`src/rtl/loader_pkg.sv`:
```
// Shared types and constants for the program loader.
package loader_pkg;

  // Frame parser states
  typedef enum logic [2:0] {
    IDLE = 3'd0,
    LEN0 = 3'd1,
    LEN1 = 3'd2,
    DATA = 3'd3,
    CSUM = 3'd4,
    DONE = 3'd5
  } loader_state_e;

  localparam logic [7:0] SYNC_BYTE_DEF = 8'hA5;
  localparam int         COUNT_W       = 16;

  // Running frame checksum: XOR of every data byte
  function automatic logic [7:0] csum_update(input logic [7:0] acc, input logic [7:0] data);
    return acc ^ data;
  endfunction

endpackage

```
`src/rtl/byte_packer.sv`:
```
// Packs a little-endian byte stream into 32-bit words with a one-cycle word strobe.
module byte_packer (
  input  logic        clk,
  input  logic        rst,
  input  logic        clear,
  input  logic        byte_valid,
  input  logic [7:0]  byte_data,
  output logic [1:0]  byte_idx,
  output logic [31:0] word,
  output logic        word_valid
);

  logic [1:0]  idx_r;
  logic [23:0] low_r;
  logic [31:0] word_r;
  logic        word_valid_r;

  // Collect the three low bytes, then emit the full word on the fourth
  always_ff @(posedge clk) begin
    if (rst) begin
      idx_r        <= 2'd0;
      low_r        <= 24'd0;
      word_r       <= 32'd0;
      word_valid_r <= 1'b0;
    end else if (clear) begin
      idx_r        <= 2'd0;
      low_r        <= 24'd0;
      word_valid_r <= 1'b0;
    end else begin
      word_valid_r <= 1'b0;
      if (byte_valid) begin
        case (idx_r)
          2'd0:    low_r[7:0]   <= byte_data;
          2'd1:    low_r[15:8]  <= byte_data;
          2'd2:    low_r[23:16] <= byte_data;
          2'd3: begin
            word_r       <= {byte_data, low_r};
            word_valid_r <= 1'b1;
          end
          default: low_r <= low_r;
        endcase
        idx_r <= idx_r + 2'd1;
      end
    end
  end

  assign byte_idx   = idx_r;
  assign word       = word_r;
  assign word_valid = word_valid_r;

endmodule

```
`src/rtl/prog_loader.sv`:
```
// Framed byte-stream program loader: writes a checksum-verified image into
// instruction memory and holds the core in reset until the image is complete.
module prog_loader
  import loader_pkg::*;
#(
  parameter int         ADDR_W    = 8,
  parameter logic [7:0] SYNC_BYTE = SYNC_BYTE_DEF
) (
  input  logic              clk,
  input  logic              rst,
  input  logic [7:0]        rx_data,
  input  logic              rx_valid,
  output logic              rx_ready,
  output logic              mem_we,
  output logic [ADDR_W-1:0] mem_addr,
  output logic [31:0]       mem_wdata,
  output logic              cpu_rst,
  output logic              load_done,
  output logic              load_err
);

  // Largest accepted word count is 2^ADDR_W; one extra bit keeps the compare exact
  localparam logic [COUNT_W:0] MAX_WORDS = {{COUNT_W{1'b0}}, 1'b1} << ADDR_W;

  loader_state_e       state_r, state_next_s;
  logic [7:0]          count_lo_r;
  logic [COUNT_W-1:0]  remaining_r;
  logic [7:0]          acc_r;
  logic [ADDR_W-1:0]   addr_r;
  logic                rx_ready_r, cpu_rst_r, load_done_r, load_err_r;
  logic                xfer_s, sync_s, err_s, data_byte_s;
  logic [COUNT_W-1:0]  count_s;
  logic [1:0]          byte_idx_s;
  logic [31:0]         word_s;
  logic                word_valid_s;

  assign xfer_s  = rx_valid & rx_ready_r;
  assign count_s = {rx_data, count_lo_r};

  byte_packer u_packer (
    .clk        (clk),
    .rst        (rst),
    .clear      (sync_s),
    .byte_valid (data_byte_s),
    .byte_data  (rx_data),
    .byte_idx   (byte_idx_s),
    .word       (word_s),
    .word_valid (word_valid_s)
  );

  // State register
  always_ff @(posedge clk) begin
    if (rst) begin
      state_r <= IDLE;
    end else begin
      state_r <= state_next_s;
    end
  end

  // Next-state decode and per-byte control strobes
  always_comb begin
    state_next_s = state_r;
    sync_s       = 1'b0;
    err_s        = 1'b0;
    data_byte_s  = 1'b0;
    case (state_r)
      IDLE: begin
        if (xfer_s && (rx_data == SYNC_BYTE)) begin
          state_next_s = LEN0;
          sync_s       = 1'b1;
        end else begin
          state_next_s = IDLE;
        end
      end
      LEN0: begin
        if (xfer_s) begin
          state_next_s = LEN1;
        end else begin
          state_next_s = LEN0;
        end
      end
      LEN1: begin
        if (!xfer_s) begin
          state_next_s = LEN1;
        end else if ({1'b0, count_s} > MAX_WORDS) begin
          state_next_s = IDLE;
          err_s        = 1'b1;
        end else if (count_s == {COUNT_W{1'b0}}) begin
          state_next_s = CSUM;
        end else begin
          state_next_s = DATA;
        end
      end
      DATA: begin
        if (xfer_s) begin
          data_byte_s = 1'b1;
          if ((byte_idx_s == 2'd3) && (remaining_r == {{(COUNT_W-1){1'b0}}, 1'b1})) begin
            state_next_s = CSUM;
          end else begin
            state_next_s = DATA;
          end
        end else begin
          state_next_s = DATA;
        end
      end
      CSUM: begin
        if (!xfer_s) begin
          state_next_s = CSUM;
        end else if (rx_data == acc_r) begin
          state_next_s = DONE;
        end else begin
          state_next_s = IDLE;
          err_s        = 1'b1;
        end
      end
      DONE: begin
        state_next_s = DONE;
      end
      default: begin
        state_next_s = IDLE;
      end
    endcase
  end

  // Frame bookkeeping (count, checksum, address) and registered status outputs
  always_ff @(posedge clk) begin
    if (rst) begin
      count_lo_r  <= 8'd0;
      remaining_r <= {COUNT_W{1'b0}};
      acc_r       <= 8'd0;
      addr_r      <= {ADDR_W{1'b0}};
      rx_ready_r  <= 1'b0;
      cpu_rst_r   <= 1'b1;
      load_done_r <= 1'b0;
      load_err_r  <= 1'b0;
    end else begin
      rx_ready_r  <= (state_next_s != DONE);
      cpu_rst_r   <= (state_next_s != DONE);
      load_done_r <= (state_next_s == DONE);
      if (sync_s) begin
        load_err_r <= 1'b0;
      end else if (err_s) begin
        load_err_r <= 1'b1;
      end
      if ((state_r == LEN0) && xfer_s) begin
        count_lo_r <= rx_data;
      end
      if ((state_r == LEN1) && xfer_s) begin
        remaining_r <= count_s;
      end
      if (sync_s) begin
        acc_r <= 8'd0;
      end else if (data_byte_s) begin
        acc_r <= csum_update(acc_r, rx_data);
      end
      if (data_byte_s && (byte_idx_s == 2'd3)) begin
        remaining_r <= remaining_r - {{(COUNT_W-1){1'b0}}, 1'b1};
      end
      // The address advances once the write strobe for it has been presented
      if (sync_s) begin
        addr_r <= {ADDR_W{1'b0}};
      end else if (word_valid_s) begin
        addr_r <= addr_r + {{(ADDR_W-1){1'b0}}, 1'b1};
      end
    end
  end

  assign rx_ready  = rx_ready_r;
  assign mem_we    = word_valid_s;
  assign mem_addr  = addr_r;
  assign mem_wdata = word_s;
  assign cpu_rst   = cpu_rst_r;
  assign load_done = load_done_r;
  assign load_err  = load_err_r;

endmodule

```
`config.mk`:
```
export PLATFORM = sky130hd
export DESIGN_NAME = prog_loader
export DESIGN_NICKNAME = d
export VERILOG_FILES = /design/src/rtl/loader_pkg.sv /design/src/rtl/byte_packer.sv /design/src/rtl/prog_loader.sv
export SDC_FILE = /design/constraint.sdc
export NUM_CORES = 1
export LEC_CHECK = 0
export BUFFER_PORTS_ARGS = -buffer_cell sky130_fd_sc_hd__buf_4
export CAP_MARGIN = 20
export CELL_PAD_IN_SITES_DETAIL_PLACEMENT = 0
export CELL_PAD_IN_SITES_GLOBAL_PLACEMENT = 1
export CORE_ASPECT_RATIO = 1.2
export CORE_MARGIN = 4
export CORE_UTILIZATION = 46
export DETAILED_ROUTE_END_ITERATION = 8
export PLACE_DENSITY = 0.84
export SYNTH_ARGS = -nofsm -noshare
export SYNTH_HDL_FRONTEND = slang
export SYNTH_SLANG_ARGS = --single-unit
```
`constraint.sdc`:
```
create_clock -name clk -period 5.2 [get_ports clk]
set_input_delay 0.52 -clock clk [delete_from_list [all_inputs] [get_ports clk]]
set_output_delay 0.52 -clock clk [all_outputs]
set_load 0.02 [all_outputs]
```
* Word level (Yosys, flattened, before mapping)
Index checks and enable logic that the tools add are counted.
** Word-level totals
- Flip-flop bits (word level) :: 106
- Input bits :: 11
- Logic and storage cells :: 73
- Output and inout bits :: 45
** Operators by class
- Bitwise logic cells :: 4
- Eq/ne operators :: 13
- Reduce and logical (&&, ||, !) cells :: 15
- $lt $le $gt $ge :: 1
- $add $sub $neg :: 3
- Multiplexer cells :: 22
** Operators by type and width (count)
- 2-to-1 mux 16 bit :: 2
- 2-to-1 mux 3 bit :: 7
- case mux 3 bit (6 select lines) :: 1
- equality test 16 x 1 -> 1 bit (second input constant) :: 1
- greater-than comparator 16 x 9 -> 1 bit (second input constant) :: 1
- logical NOT 16 bit :: 1
- subtractor 16 x 1 -> 16 bit (second input constant) :: 1
- 2-to-1 mux 1 bit :: 10
- equality test 3 bit (second input constant) :: 3
- adder 8 x 1 -> 8 bit (second input constant) :: 1
- equality test 8 bit :: 1
- equality test 8 bit (second input constant) :: 1
- bitwise XOR 8 bit :: 1
- equality test 3 x 2 -> 1 bit (second input constant) :: 2
- AND reduction 2 bit :: 3
- logical AND 1 bit :: 5
- equality test 2 bit (second input constant) :: 2
- equality test 3 x 1 -> 1 bit (second input constant) :: 1
- logical NOT 3 bit :: 1
- inequality test 3 bit (second input constant) :: 1
- AND reduction 3 bit :: 1
- OR reduction 3 bit :: 1
- adder 2 x 1 -> 2 bit (second input constant) :: 1
- equality test 2 x 1 -> 1 bit (second input constant) :: 1
- 7 further kinds :: 8

* Depth between registers and ports, before layout
Gate-level depths: netlist of the first run.
- Depth after elaboration :: 6
- Gate-level depth with buffers :: 8
- Depth with buffers taken out :: 6

* Hierarchy
Synthesis of the first run repeated with hierarchy kept, for this count alone.
** Second synthesis, totals
- Cells, all modules :: 548
- Area, all modules :: 4967.3 um^2
** Modules (own cells, without submodules)
- byte_packer :: cells an instance 267, area an instance 2631.3 um^2, times used 1, seq. area each 1181.1 um^2
- prog_loader :: cells an instance 281, area an instance 2336.0 um^2, times used 1, seq. area each 940.9 um^2

* Least setup slack after synthesis of the first run
No wires, ideal clock.
- Kind :: input-to-reg
- From :: input port rx_data[1]
- To :: register acc_r[4]
- Required time :: 5.083 ns
- Stages :: 7
- Arrival time :: 1.934 ns
- Slack :: 3.149 ns
- Library setup time :: 0.117 ns
- Cells stage by stage :: clkbuf_1 -> or4_1 -> nor4_1 -> or2_1 -> buf_2 -> buf_2 -> nor2_1
** Between the ends
- Cells in the longest elaborated chain, start to end :: 5
** RTL lines
- start, declared :: line prog_loader.sv:11 : input logic [7:0] rx_data,
- equality test 8 bit :: line prog_loader.sv:68 : if (xfer_s && (rx_data == SYNC_BYTE)) begin
- logical AND 1 bit :: line prog_loader.sv:68
- 2-to-1 mux 1 bit :: line prog_loader.sv:68
- 2-to-1 mux 1 bit :: line prog_loader.sv:66 : case (state_r)
- OR reduction 2 bit (no source line)
- end signal, assigned :: line prog_loader.sv:154 : acc_r <= csum_update(acc_r, rx_data);
- end, declared :: line prog_loader.sv:28 : logic [7:0] acc_r;
Every way passes these cells.
A chain may end at the register's enable or synchronous reset.

* Worst setup path in the final report of the first run
- From :: register u_packer.idx_r[0], in the netlist u_packer.byte_idx[0]
- To :: register remaining_r[13]
** Between the ends
- Cells in the longest elaborated chain, start to end :: 3
** RTL lines
- start, declared :: line byte_packer.sv:13 : logic [1:0] idx_r;
- start signal, assigned :: line byte_packer.sv:42 : idx_r <= idx_r + 2'd1;
- equality test 2 bit (*) :: line prog_loader.sv:156 : if (data_byte_s && (byte_idx_s == 2'd3)) begin
- logical AND 1 bit (*) :: line prog_loader.sv:156
- 2-to-1 mux 16 bit / nonzero test 2 bit (equally long branches)
- end signal, assigned :: line prog_loader.sv:129 : remaining_r <= {COUNT_W{1'b0}};
- end signal, assigned :: line prog_loader.sv:149 : remaining_r <= count_s;
- end signal, assigned :: line prog_loader.sv:157 : remaining_r <= remaining_r - {{(COUNT_W-1){1'b0}}, 1'b1};
- end, declared :: line prog_loader.sv:27 : logic [COUNT_W-1:0] remaining_r;
Mark *: on every way between the ends. The rest lies on a longest branch, timed or not.

==> impl_metrics.toml, run 1 <==
[cells_and_area]
most-common-layout-cells = "nand2_1 (119), dfxtp_1 (106), a21oi_1 (65)"
antenna_cells_inserted = 0
nFillCells = 941
drive_gt1_share_pct = 15.2
synthToLayoutAreaGrowth_pct = 16.6
num-nets-final = 599
final_common_cell = "nand2_1"

[synthesis]
synthTopCellsByArea = "dfxtp_1 (47%), nand2_1 (9.9%), a21oi_1 (7.2%), nand3_1 (3.8%), nor2_1 (3.8%)"
ys_ff_latch = 106
syn_area_per_cell_um2 = 8.18
synthesis.area_mm2 = 0.00450
yosysTopAreaCell = "dfxtp_1"
async_flop_share_pct = 0
synth-edff-count = 0
synth-warning-count = 0
synth.net_count = 568
synth.yosys.seq_area_share_pct = 47.2
synth_top_cell_area_share_pct = 47.2
synth_cell_type_count = 50
post_synth_inst_count = 550
synth_ff_type = "dfxtp_1"

[grt]
grt_max_degree = 65
track_usage_pct = 19.5
antenna_found_initial = 0
grt_pass1_vias = 3566
overflow = 0
grt_pass1_wl_um = 18200

[route]
routed_via_density = 5.45
drt_wl_total_um = 10800
final_antenna_net_count = 0
dr.pass1.iters = 4
drc = 0
post_drt_wl_per_cell_um = 15.3
drt_iter0_drc = 195
vias = 3861

[cts]
htree_levels = 3
clockRootBuffer = "clkbuf_16"
cts_setup_buffers = 0
cts_tree = "done"
cts_buffers = 9
ctsHoldBuffers = 0
clkLatencyLatePin_ns = 0.34
clock_path_buffers = 2
clkSinkCount = 106
path_clk_slew_ns = 0.07
cts_resized = 0

[sta]
tns_ns = 0
tightest_slew_ns = 0.671
setup_viol = 0
maxSlewHeadroom_pct = 55.3
fmax_mhz = 467
period_share_pct = 41.2
rsz0062_at_grt = "no"
fin_skew_ns = 0.00799
hold_viol = 0
final-max-slew-violation-count = 0
whs_ns = 0.446
period_minus_slack_ns = 2.14

[floorplanning]
die_y_um = 116
start_util_pct = 47.3
floorplan.die_area_mm2 = 0.0114
ios = 56
core-area_mm2 = 0.00952
dieWidth_um = 98.3
rows = 39

[worst_hold_path]
holdCritStartpoint = "u_packer.low_r[20]$_SDFFE_PP0P_"
hold_depth = 2
hold_end = "u_packer.word[20]$_SDFFE_PP0P_"
min_path_type = "register to register"

[placement]
gp_routability_congestion = 0.796
hpwl_um = 7090
port-buffer-count = 55

[critical_path]
r2r-end = "remaining_r[13]$_SDFFE_PP0P_"
cp-end-kind = "register"
worstReg2RegStart = "u_packer.byte_idx[0]$_SDFFE_PP0P_"
arrival_ns = 2.33
path_class = "register to register"
r2r_slack_ns = 3.06
max_stage_delay_ns = 0.41
cp_slowest_cell = "dfxtp_1"
crit_fanout = 41
r2r_cells = 7
cp_data_required_time_ns = 5.39
critPathLaunchType = "register"
crit_top_cell = "nand3_1"
cp_cell_sequence = "ha_1 -> nand3_1 -> nor2_2 -> buf_4 -> nand3_1 -> o311ai_0 -> a31oi_1"

[power]
p_sw_mw = 0.341
p_int_mw = 1.18
p_seq_share_pct = 53.3
clkPwrFrac_pct = 43.9
p_leak_nw = 1.86
switching_share_pct = 22.4
ir_worst_vdd_uv = 166
p_comb_share_pct = 2.8
p_per_area_mw_per_mm2 = 290

[status]
run_status = "complete, no violations"

[flow_run]
drv_cap = 0
[synthesized netlist by cell type (all sizes together), types with 8 or more instances]
master,number
buf,16
a21oi,65
or2,8
clkbuf,25
mux2i,9
dfxtp,106
xnor2,10
nand2,119
xor2,16
nand3,34
a31oi,12
nor2,45
[metal layers]
layer  track usage, %  vias up  share of wire, %
met4             6.01        0               1.3
met2             33.3       72                50
met5                0        -                 0
met1             25.8     1841                44
met3             2.69       10               4.3
li1                 -     1938                 -
[per-stage QoR]
stage	instances	util [%]	setup WS, ns	total power, mW	area, µm²
6_report	709	55.1	3.06	1.52	5240
3_5_place_dp	693	52.0	2.92	0.873	4940
3_3_place_gp	693	52.0	2.97	0.873	4940
4_1_cts	709	55.1	3.04	1.54	5240
2_1_floorplan	550	-	3.15	0.857	4500
5_1_grt	709	55.1	2.87	1.57	5240
[cell families (layout without fill, tap and decap cells)]
kind of cell	count (synthesis)	after routing	share of synthesized area [%]
XOR/XNOR	26	26	5.06
adder cells (fa/ha/maj)	7	7	1.95
buffers and inverters	47	83	4.28
flip-flops	106	106	47.2
multiplexers	9	9	2.00
AO/OA/AOI/OAI	102	102	13.3
AND/OR/NAND/NOR	253	253	26.2
[registers in the layout (all words and copies together), names as in the netlist]
signal / count
u_packer.word: 32
u_packer.low_r: 24
remaining_r: 16
acc_r: 8
count_lo_r: 8
mem_addr: 8
state_r: 3
u_packer.byte_idx: 2
cpu_rst: 1
load_done: 1
load_err: 1
rx_ready: 1
u_packer.word_valid: 1
[how the worst max path moves through the flow]
stage / from / end / slack [ns] / cells after the start
3_5_place_dp: rx_data[1] / acc_r[2]$_SDFFE_PP0P_ / 2.92 / 6
4_1_cts: u_packer.byte_idx[0]$_SDFFE_PP0P_ / remaining_r[13]$_SDFFE_PP0P_ / 3.04 / 7
2_1_floorplan: rx_data[1] / acc_r[4]$_SDFFE_PP0P_ / 3.15 / 7
3_3_place_gp: rx_data[0] / mem_addr[3]$_SDFFE_PP0P_ / 2.97 / 7
6_report: u_packer.byte_idx[0]$_SDFFE_PP0P_ / remaining_r[13]$_SDFFE_PP0P_ / 3.06 / 7
5_1_grt: u_packer.byte_idx[0]$_SDFFE_PP0P_ / remaining_r[13]$_SDFFE_PP0P_ / 2.87 / 7
[layout make-up]
class / instances / area (µm²) / area share [%]
multi-input cells: 397 / 2190 / 41.7
flip-flops and latches: 106 / 2120 / 40.5
repair buffers: 61 / 458 / 8.74
clock buffers: 11 / 253 / 4.82
well taps: 123 / 154 / 2.94
clock inverters: 5 / 45.0 / 0.859
inverters: 6 / 22.5 / 0.430
[power groups by stage]
stage / clock, mW / sequential [mW] / combinational [mW]
after floorplan: 0 / 0.831 / 0.0262
after global placement: 0 / 0.831 / 0.0425
after detailed placement: 0 / 0.831 / 0.0423
after CTS: 0.687 / 0.812 / 0.0424
after global routing: 0.715 / 0.812 / 0.0458
final: 0.668 / 0.812 / 0.0424
[worst max-delay path, delay by kind of cell (launching register included)]
kind / cells / cell delay (ns)
adder cells (fa/ha/maj): 1 / 0.24
AND/OR/NAND/NOR: 3 / 0.50
flip-flops: 1 / 0.41
buffers and inverters: 1 / 0.39
AO/OA/AOI/OAI: 2 / 0.46
No activity file was read; power rests on OpenSTA's default activity.
==> run 2: changes to the inputs <==
- ABC_AREA: unset -> 1
- CORE_UTILIZATION: 46 -> 38
- PLACE_DENSITY: 0.84 -> 0.76
- clock period: 5.2 -> 1.9 ns (I/O delays scaled with it)
==> run 2 against run 1 <==
Worst hold slack got worse by 0.27 ns. Global-route usage shrank 1.5 points. Sequential power increased to 2.7 times the previous value. Largest power group unchanged. Maximum frequency grew 26%. Combinational power rose to 3.5 times the previous value. Final area is 7.5% higher. Largest cell class unchanged. Clock-buffer cell count down 1.
==> impl_metrics.toml, run 2 <==
[grt]
overflow = 0
antenna_found_initial = 0
grt_pass1_vias = 4319
grt_max_degree = 43
track_usage_pct = 17.9
grt_pass1_wl_um = 21100

[cts]
cts_buffers = 9
htree_levels = 3
clkLatencyLatePin_ns = 0.35
cts_tree = "done"
path_clk_slew_ns = 0.08
clockRootBuffer = "clkbuf_16"
cts_setup_buffers = 0
ctsHoldBuffers = 0
clock_path_buffers = 2
clkSinkCount = 106
cts_resized = 0

[route]
vias = 4406
drt_wl_total_um = 12800
post_drt_wl_per_cell_um = 14.2
drc = 0
dr.pass1.iters = 4
routed_via_density = 4.90
final_antenna_net_count = 0
drt_iter0_drc = 225

[placement]
hpwl_um = 8970
dp.cells = 884
postPlaceCellArea_mm2 = 0.00534
gp_routability_congestion = 0.833
pre_cts_ws_ns = 0.111
port-buffer-count = 55

[synthesis]
ys_ff_latch = 106
yosysTopAreaCell = "dfxtp_1"
synthTopCellsByArea = "dfxtp_1 (44%), nand2_1 (12%), nor2_1 (8.1%), a21oi_1 (7.6%), nand3_1 (6.3%)"
synth-warning-count = 0
async_flop_share_pct = 0
synthTopCellsByCount = "nand2_1 (158), dfxtp_1 (106), nor2_1 (104)"
synth_cell_type_count = 28
synth-edff-count = 0
synth_top_cell_area_share_pct = 44.3
synth_ff_type = "dfxtp_1"
yosysMostFrequentCell = "nand2_1"
post_synth_inst_count = 689
syn_area_per_cell_um2 = 6.96
synth.net_count = 707
synth.yosys.seq_area_share_pct = 44.3
synthesis.area_mm2 = 0.00479

[critical_path]
path_class = "register to register"
arrival_ns = 1.99
cp-end-kind = "register"
r2r_slack_ns = 0.19
cp_data_required_time_ns = 2.18
crit_fanout = 42
critPathLaunchType = "register"

[floorplanning]
die_y_um = 131
floorplan.die_area_mm2 = 0.0145
rows = 44
start_util_pct = 39.2
dieWidth_um = 111
core-area_mm2 = 0.0122
ios = 56

[power]
ir_worst_vdd_uv = 501
p_leak_nw = 2.47
finalPower_mw = 4.24
p_per_area_mw_per_mm2 = 752

[cells_and_area]
antenna_cells_inserted = 0
num-nets-final = 752
largest_register_ffs = 32
most-common-layout-cells = "nand2_1 (158), dfxtp_1 (106), nor2_1 (104)"
synthToLayoutAreaGrowth_pct = 17.6
final_common_cell = "nand2_1"
nFillCells = 1311
final_cells = 900
drive_gt1_share_pct = 12.6
final_area_mm2 = 0.00564

[sta]
fin_skew_ns = 0.00755
period_share_pct = 89.8
tightest_slew_ns = 0.542
maxSlewHeadroom_pct = 63.7
tns_ns = 0
hold_viol = 0
final-max-slew-violation-count = 0
period_minus_slack_ns = 1.71
fmax_mhz = 586
setup_slack_ns = 0.195
rsz0062_at_grt = "no"
setup_viol = 0

[flow_run]
drv_cap = 0

[worst_hold_path]
min_path_type = "input port to register"

[status]
run_status = "complete, no violations"
-- run 2: cell types whose count changed after synthesis, moves of 9 or more --
cell / delta
a31oi_1: -10
clkbuf_1: -9
inv_1: +53
nand2_1: +39
nand3_1: +26
nor2_1: +59
o21ai_0: +48
xor2_1: -13
-- run 2: path summary, 6_finish.rpt --
check                                   endpoint  depth (start not counted)                   from
hold reg to reg            load_err$_SDFFE_PP0P_                          2  load_err$_SDFFE_PP0P_
hold / removal    u_packer.low_r[8]$_SDFFE_PP0P_                          3             rx_data[0]
setup reg to reg    remaining_r[13]$_SDFFE_PP0P_                          9  state_r[2]$_SDFF_PP0_
setup / recovery    remaining_r[13]$_SDFFE_PP0P_                          9  state_r[2]$_SDFF_PP0_
-- run 2: cell type report --
cell class / count / area (µm²) / area share, %
inverters: 64 / 243 / 4.31
well taps: 161 / 201 / 3.57
multi-input cells: 486 / 2250 / 39.9
clock inverters: 6 / 56.3 / 0.999
flip-flops and latches: 106 / 2120 / 37.6
repair buffers: 67 / 528 / 9.37
clock buffers: 10 / 239 / 4.24
-- run 2: worst max-delay path, stage by stage, from the launching register on --
cell     delay, ns
dfxtp_1       0.39
inv_2         0.07
nand2_2       0.09
nor2_4        0.05
nand2_2       0.17
nor2_4        0.08
buf_12        0.18
nor2_4        0.34
a21oi_1       0.12
a21oi_1       0.15
-- run 2: power by group --
part	switching [mW]	internal, mW	total [mW]	leakage (nW)
clock network	0.913	0.958	1.87	0.144
registers	0.000848	2.22	2.22	0.854
logic	0.108	0.0413	0.149	1.48
total	1.02	3.22	4.24	2.47
-- run 2: metal layers --
layer	GRT usage, %	vias to the layer above	wire length (µm)
met5	0	-	0
met4	5.22	0	178
met3	2.63	11	370
met2	33.0	69	6390
met1	21.8	2024	5870
li1	-	2302	-
-- run 2: per-stage QoR --
stage	util, %	hold slack (ns)
after floorplan	-	0.354
after global placement	43.7	0.445
after detailed placement	43.7	0.449
after CTS	46.1	0.161
after global routing	46.1	0.180
final	46.1	0.172
-- run 2: logic make-up after synthesis --
logic type	share of synthesized area, %
mux	0.209
compound gates	14.0
simple gates	29.3
flops	44.3
buf+inv	8.82
xor+xnor	1.46
fa+ha+maj	1.83
